## src/rtl/mem_bus_arbiter.sv

```systemverilog
// -----------------------------------------------------------------------------
// mem_bus_arbiter
//
// Shares the single memory/IO bus between master 0 (processor) and master 1
// (loader / DMA). Every transaction runs IDLE/ACK -> ACCESS -> ACK. The bus
// address, write data and write strobe are registered from the winning master
// at the arbitration edge. Arbitration happens on every edge taken in IDLE or
// ACK, so a master that holds req through its ack gets back-to-back service.
//
// Compile-time option:
//   ARB_FAIR_EN  defined   -> burst-limited round-robin (MAX_BURST grants max)
//                undefined -> fixed priority, m0 wins every tie
//
// Parameters:
//   AW         address width
//   DW         data width
//   MAX_BURST  max consecutive grants to one master while the other waits (>= 1)
//
// Ports:
//   clk, reset                 clock, asynchronous active-high reset
//   m0_* / m1_*  (in)          req, we, addr, wdata of each master
//   m0_gnt / m1_gnt  (out)     high in that master's ACCESS cycle
//   m0_ack / m1_ack  (out)     one-cycle pulse in that master's ACK cycle
//   m0_rdata / m1_rdata (out)  bus_rdata during the matching ack, else 0
//   bus_addr, bus_wdata, bus_we (out)  registered bus drive
//   bus_rdata (in)             synchronous read data, valid in the ACK cycle
//   owner (out)                last granted master
//   busy (out)                 state is not IDLE
// -----------------------------------------------------------------------------
module mem_bus_arbiter #(
  parameter int AW        = 16,
  parameter int DW        = 16,
  parameter int MAX_BURST = 4
) (
  input  logic          clk,
  input  logic          reset,
  input  logic          m0_req,
  input  logic          m0_we,
  input  logic [AW-1:0] m0_addr,
  input  logic [DW-1:0] m0_wdata,
  input  logic          m1_req,
  input  logic          m1_we,
  input  logic [AW-1:0] m1_addr,
  input  logic [DW-1:0] m1_wdata,
  output logic          m0_gnt,
  output logic          m1_gnt,
  output logic          m0_ack,
  output logic          m1_ack,
  output logic [DW-1:0] m0_rdata,
  output logic [DW-1:0] m1_rdata,
  output logic [AW-1:0] bus_addr,
  output logic [DW-1:0] bus_wdata,
  output logic          bus_we,
  input  logic [DW-1:0] bus_rdata,
  output logic          owner,
  output logic          busy
);

  if (MAX_BURST < 1) begin : g_bad_burst
    $error("mem_bus_arbiter: MAX_BURST must be at least 1");
  end

  typedef enum logic [1:0] {
    S_IDLE   = 2'd0,
    S_ACCESS = 2'd1,
    S_ACK    = 2'd2
  } state_t;

  state_t        r_state;
  logic          r_owner;
  logic [AW-1:0] r_bus_addr;
  logic [DW-1:0] r_bus_wdata;
  logic          r_bus_we;
  logic          r_m0_gnt;
  logic          r_m1_gnt;
  logic          r_m0_ack;
  logic          r_m1_ack;
  logic          r_busy;

  logic          w_any_req;
  logic          w_arb;
  logic          w_winner;

  assign w_any_req = m0_req | m1_req;
  // Every state except ACCESS is an arbitration point.
  assign w_arb     = (r_state != S_ACCESS);

`ifdef ARB_FAIR_EN
  localparam int            CW      = $clog2(MAX_BURST) + 1;
  localparam logic [CW-1:0] MAX_CNT = CW'(MAX_BURST);

  logic [CW-1:0] r_cnt;

  // Burst counter: restarts at 1 on a change of owner, saturates otherwise.
  always_ff @(posedge clk or posedge reset) begin
    if (reset) begin
      r_cnt <= MAX_CNT;
    end else if (w_arb && w_any_req) begin
      if (w_winner != r_owner) begin
        r_cnt <= CW'(1);
      end else if (r_cnt < MAX_CNT) begin
        r_cnt <= r_cnt + CW'(1);
      end
    end
  end
`endif

  // NOTE: w_winner gets a default before any branch so no path leaves it
  // unassigned; otherwise synthesis would infer a latch.
  always_comb begin
    w_winner = 1'b0;
    if (m0_req && m1_req) begin
`ifdef ARB_FAIR_EN
      // Owner keeps the bus until its burst quota is used up.
      w_winner = (r_cnt < MAX_CNT) ? r_owner : ~r_owner;
`else
      w_winner = 1'b0;
`endif
    end else begin
      w_winner = m1_req;
    end
  end

  // NOTE: all state below is updated with non-blocking assignments so every
  // register samples pre-edge values, independent of statement order.
  always_ff @(posedge clk or posedge reset) begin
    if (reset) begin
      r_state     <= S_IDLE;
      r_owner     <= 1'b1;
      r_bus_addr  <= '0;
      r_bus_wdata <= '0;
      r_bus_we    <= 1'b0;
      r_m0_gnt    <= 1'b0;
      r_m1_gnt    <= 1'b0;
      r_m0_ack    <= 1'b0;
      r_m1_ack    <= 1'b0;
      r_busy      <= 1'b0;
    end else begin
      case (r_state)
        S_ACCESS: begin
          r_state  <= S_ACK;
          r_bus_we <= 1'b0;
          r_m0_gnt <= 1'b0;
          r_m1_gnt <= 1'b0;
          r_m0_ack <= ~r_owner;
          r_m1_ack <= r_owner;
          r_busy   <= 1'b1;
        end
        default: begin  // S_IDLE, S_ACK (and the unused encoding)
          r_m0_ack <= 1'b0;
          r_m1_ack <= 1'b0;
          if (w_any_req) begin
            r_state     <= S_ACCESS;
            r_bus_addr  <= w_winner ? m1_addr  : m0_addr;
            r_bus_wdata <= w_winner ? m1_wdata : m0_wdata;
            r_bus_we    <= w_winner ? m1_we    : m0_we;
            r_owner     <= w_winner;
            r_m0_gnt    <= ~w_winner;
            r_m1_gnt    <= w_winner;
            r_busy      <= 1'b1;
          end else begin
            // Address and data hold; only the strobe is cleared.
            r_state  <= S_IDLE;
            r_bus_we <= 1'b0;
            r_m0_gnt <= 1'b0;
            r_m1_gnt <= 1'b0;
            r_busy   <= 1'b0;
          end
        end
      endcase
    end
  end

  assign m0_gnt    = r_m0_gnt;
  assign m1_gnt    = r_m1_gnt;
  assign m0_ack    = r_m0_ack;
  assign m1_ack    = r_m1_ack;
  assign m0_rdata  = r_m0_ack ? bus_rdata : '0;
  assign m1_rdata  = r_m1_ack ? bus_rdata : '0;
  assign bus_addr  = r_bus_addr;
  assign bus_wdata = r_bus_wdata;
  assign bus_we    = r_bus_we;
  assign owner     = r_owner;
  assign busy      = r_busy;

endmodule

```

## config.mk

```make
export PLATFORM = sky130hd
export DESIGN_NAME = mem_bus_arbiter
export DESIGN_NICKNAME = d
export VERILOG_FILES = /design/src/rtl/mem_bus_arbiter.sv
export SDC_FILE = /design/constraint.sdc
export NUM_CORES = 1
export LEC_CHECK = 0
export ABC_AREA = 1
export ABC_CLOCK_PERIOD_IN_PS = 2700
export BUFFER_PORTS_ARGS = -buffer_cell sky130_fd_sc_hd__buf_2
export CORE_MARGIN = 5
export CORE_UTILIZATION = 25
export CTS_CLUSTER_DIAMETER = 40
export DETAILED_ROUTE_END_ITERATION = 8
export SYNTH_ARGS = -nofsm -noshare
export SYNTH_HDL_FRONTEND = slang
export SYNTH_SLANG_ARGS = --single-unit
```

## constraint.sdc

```tcl
create_clock -name clk -period 2.7 [get_ports clk]
set_input_delay 0.135 -clock clk [delete_from_list [all_inputs] [get_ports clk]]
set_output_delay 0.135 -clock clk [all_outputs]
set_load 0.02 [all_outputs]
```

# [After elaboration in Yosys (flattened, before gate mapping)]
# Cells that the tools add are included.
[word_totals] regBits=41 output_inout_bits=71 wordCells=35 inputBits=86
[classes] bitwise=4 mux=18 n_reduce_logical=2 n_eq_ne=1
[ops] operator="two-way mux 16 bit" count=4
[ops] operator="two-way mux 1 bit" count=13
[ops] operator="NOT 1 bit" count=3
[ops] operator="== test 2 x 1 -> 1 bit, second input constant" count=1
[ops] operator="two-way mux 2 bit" count=1
[ops] operator="AND reduction 2 bit" count=1
[ops] operator="logical AND 1 bit" count=1
[ops] operator="OR 1 bit" count=1

# [Logic depth before layout (Yosys ltp)]
[logic_depth] depth_word=5 ltp_mapped=7 mapped_depth_nobuf=6

# [Worst setup path before layout]
# No wires, ideal clock.
[synth_timing] path_type="register to output" from="register r_m0_ack (netlist: m0_ack)" to="output m0_rdata[10]" setup_slack_ps=1501 t_arrival_ps=1064 t_required_ps=2565 n_path_buf=2 path_stages_with_launch=5 path_cell_list="dfrtp_1 clkbuf_1 buf_2 nand2_1 inv_1"
[synth_via] elab_chain_cells=1
[synth_rtl] element="start, declared" line_no="76" rtl="logic r_m0_ack;"
[synth_rtl] element="start signal, assigned" line_no="145" rtl="r_m0_ack <= ~r_owner;"
[synth_rtl] element="two-way mux 16 bit" line_no="178" rtl="assign m0_rdata = r_m0_ack ? bus_rdata : '0;"
[synth_rtl] element="end, declared" line_no="49" rtl="output logic [DW-1:0] m0_rdata,"
# Every way passes these cells.

# [Final worst setup path]
[layout_timing] from="register r_m0_ack (netlist: m0_ack)" to="output m0_rdata[15]"
# The elaborated chain is that of the path after synthesis.

==> impl_metrics.json <==
{
  "dp.cells": 588,
  "post-dp-hpwl_um": 5440,
  "vias": 2519,
  "post_cts_buffers": 0,
  "cts.sinks": 41,
  "min_path_type": "in -> async",
  "p_per_area_nw_per_um2": 940,
  "ios": 157,
  "r2r_slack_ns": 1.34,
  "wl_per_cell_um": 12.2,
  "critPathMaxStageDelay_ns": 0.66,
  "relSlewSlack": 0.411,
  "crit_arrival_ns": 1.27,
  "cts_max_path_buffers": 2,
  "syn-num-nets": 426,
  "cp_slowest_cell": "dfrtp_1",
  "crit_path_start_kind": "flip-flop",
  "start_util": 0.252,
  "clk_pin_slew_worst_paths_ns": 0.08,
  "layout_commonest_cell": "nand2_1",
  "cp-startpoint": "m0_ack",
  "worstMarginPinSlew_ns": 0.883,
  "p_sw_uw": 1410,
  "grt_max_degree": 42,
  "syn2layout_area_growth_pct": 38.9,
  "syn_avg_cell_area_um2": 6.73,
  "drc": 0,
  "intPower_uw": 1580,
  "ys_warn_count": 0,
  "fillers": 995,
  "fin_crit_ns": 1.41,
  "numCtsBuffers": 5,
  "io_buffers": 156,
  "layout.cells.non_filler": 596,
  "ys_ff_latch": 41,
  "ant_nets": 0,
  "criticalPathCategory": "reg -> out",
  "setup_viol": 0,
  "switching_share": 0.472,
  "drtPass1Iterations": 4,
  "p_total_uw": 2990,
  "synth-simple-area-share": 0.424,
  "cts_resized": 0,
  "grt_pass1_wl_um": 11800,
  "layout_common_cells": "nand2_1, buf_2, dfrtp_1",
  "ir_worst_vdd_mv": 0.426,
  "seq_area_um2": 1030,
  "synthCells": 340,
  "combPwrFrac": 0.489,
  "rsz0062_at_grt": "no",
  "htree_levels": 2,
  "critPathCaptureType": "primary output",
  "synth_seq_area_share": 0.449,
  "p_seq_frac": 0.363,
  "synth_top_family_by_area": "simple AND/OR/NAND/NOR gates",
  "worstPathRequired_ns": 2.57,
  "clkPwrFrac": 0.148,
  "overflow": 0,
  "vias_per_cell": 4.23,
  "nets": 570,
  "drv_slew": 0,
  "coreArea_um2": 9060,
  "utilization": 0.350,
  "hold_viol": 0,
  "r2r_cells": 5,
  "synth_area_um2": 2290,
  "track_usage": 0.128,
  "path_max_fanout": 17,
  "ctsRootBufferMaster": "clkbuf_8",
  "cts_tree": "built",
  "diodes": 0,
  "synthMuxAreaShare": 0,
  "period_share": 0.522,
  "clkLatencyLatePin_ns": 0.29,
  "path_cells": "nand2_1 -> inv_1 -> buf_2",
  "multiInputGateArea_um2": 975,
  "hold-worst-slack_ns": 0.0296,
  "drive_gt1_frac": 0.361,
  "die_h_um": 106,
  "synth_xor_area_frac": 0,
  "grt_pass1_vias": 2421,
  "yosys.area_share.adder": 0,
  "setup_tns_ns": 0,
  "antenna_found_initial": 0,
  "maxCapViolCount": 0,
  "drt_iter0_drc": 111,
  "synth_cell_types": 15,
  "die_x_um": 106,
  "p_leak_uw": 0.00219,
  "postCtsHoldBufs": 0,
  "fin_worst_skew_ns": 0.00295,
  "fmax_ghz": 0.710,
  "gp_congestion": 0.736,
  "num_rows": 35,
  "outcome": "finished, final reports clean",
  "dieArea_um2": 11200,
  "synth-compound-area-share": 0.00219,
  "reg2reg_from": "r_state[0]",
  "drt_wl_total_um": 7250
}
-- layer usage --
layer,part of all wire,up-vias,global-route usage,routed length [µm]
li1,-,1286,-,-
met1,0.41,1126,0.155,2950
met2,0.49,102,0.224,3570
met3,0.093,5,0.0416,672
met4,0.0079,0,0.0250,57
met5,0,-,0,0
-- final cells by class --
class | instances | share of cell area
clock inverter | 1 | 0.00158
tap | 111 | 0.0437
timing repair buffer | 157 | 0.248
inverter | 39 | 0.0461
multi-input combinational | 240 | 0.307
clock buffer | 7 | 0.0303
sequential | 41 | 0.323
-- cells by family after synthesis --
logic type	after synthesis
flops	41
compound gates	1
buf+inv	59
simple gates	239
-- worst max-delay path: cells and delay by family (launching register included) --
family	cells	cell delay [ns]
flip-flops	1	0.66
buffers and inverters	2	0.22
AND/OR/NAND/NOR	1	0.11
-- per-stage QoR --
step / area (µm²) / worst slack, ns
floorplan: 2290 / 1.50
finish: 3180 / 1.29
global route: 3180 / 1.12
CTS: 3180 / 1.27
global placement: 3080 / 1.15
detailed placement: 3080 / 1.09
-- power by group through the flow --
stage	Sequential (µW)	Combinational (µW)	Clock, µW
finish	1080	1460	440
CTS	1090	1490	465
global placement	1090	1470	0
global route	1140	1620	496
detailed placement	1100	1490	0
floorplan	1370	685	0
-- registers in the layout, indices dropped and copies added (netlist names) --
register / count
m1_gnt: 1
m0_gnt: 1
m1_ack: 1
bus_we: 1
busy: 1
r_state: 2
bus_addr: 16
m0_ack: 1
bus_wdata: 16
owner: 1
-- synth_stat cells --
| library cell | number | area share |
|---|---|---|
| buf_4 | 4 | 0.013 |
| dfrtp_1 | 40 | 0.44 |
| buf_6 | 5 | 0.025 |
| o21ai_0 | 1 | 0.0022 |
| inv_1 | 36 | 0.059 |
| inv_2 | 3 | 0.0049 |
| buf_2 | 9 | 0.020 |
| nor2_4 | 2 | 0.0098 |
| nor2_2 | 1 | 0.0027 |
| nand3_1 | 32 | 0.070 |
| dfstp_2 | 1 | 0.011 |
| clkbuf_1 | 2 | 0.0033 |
| nor2_1 | 3 | 0.0049 |
| nand2_4 | 2 | 0.0098 |
| nand2_1 | 199 | 0.33 |
-- path summary, 6_finish.rpt --
path	endpoint
setup / recovery	m0_rdata[15]
hold / removal	bus_addr[3]
setup reg to reg	bus_wdata[2]
hold reg to reg	bus_addr[12]
max in group asynchronous	bus_wdata[6]
min in group clk	bus_we
No activity file was read; power rests on OpenSTA's default activity.
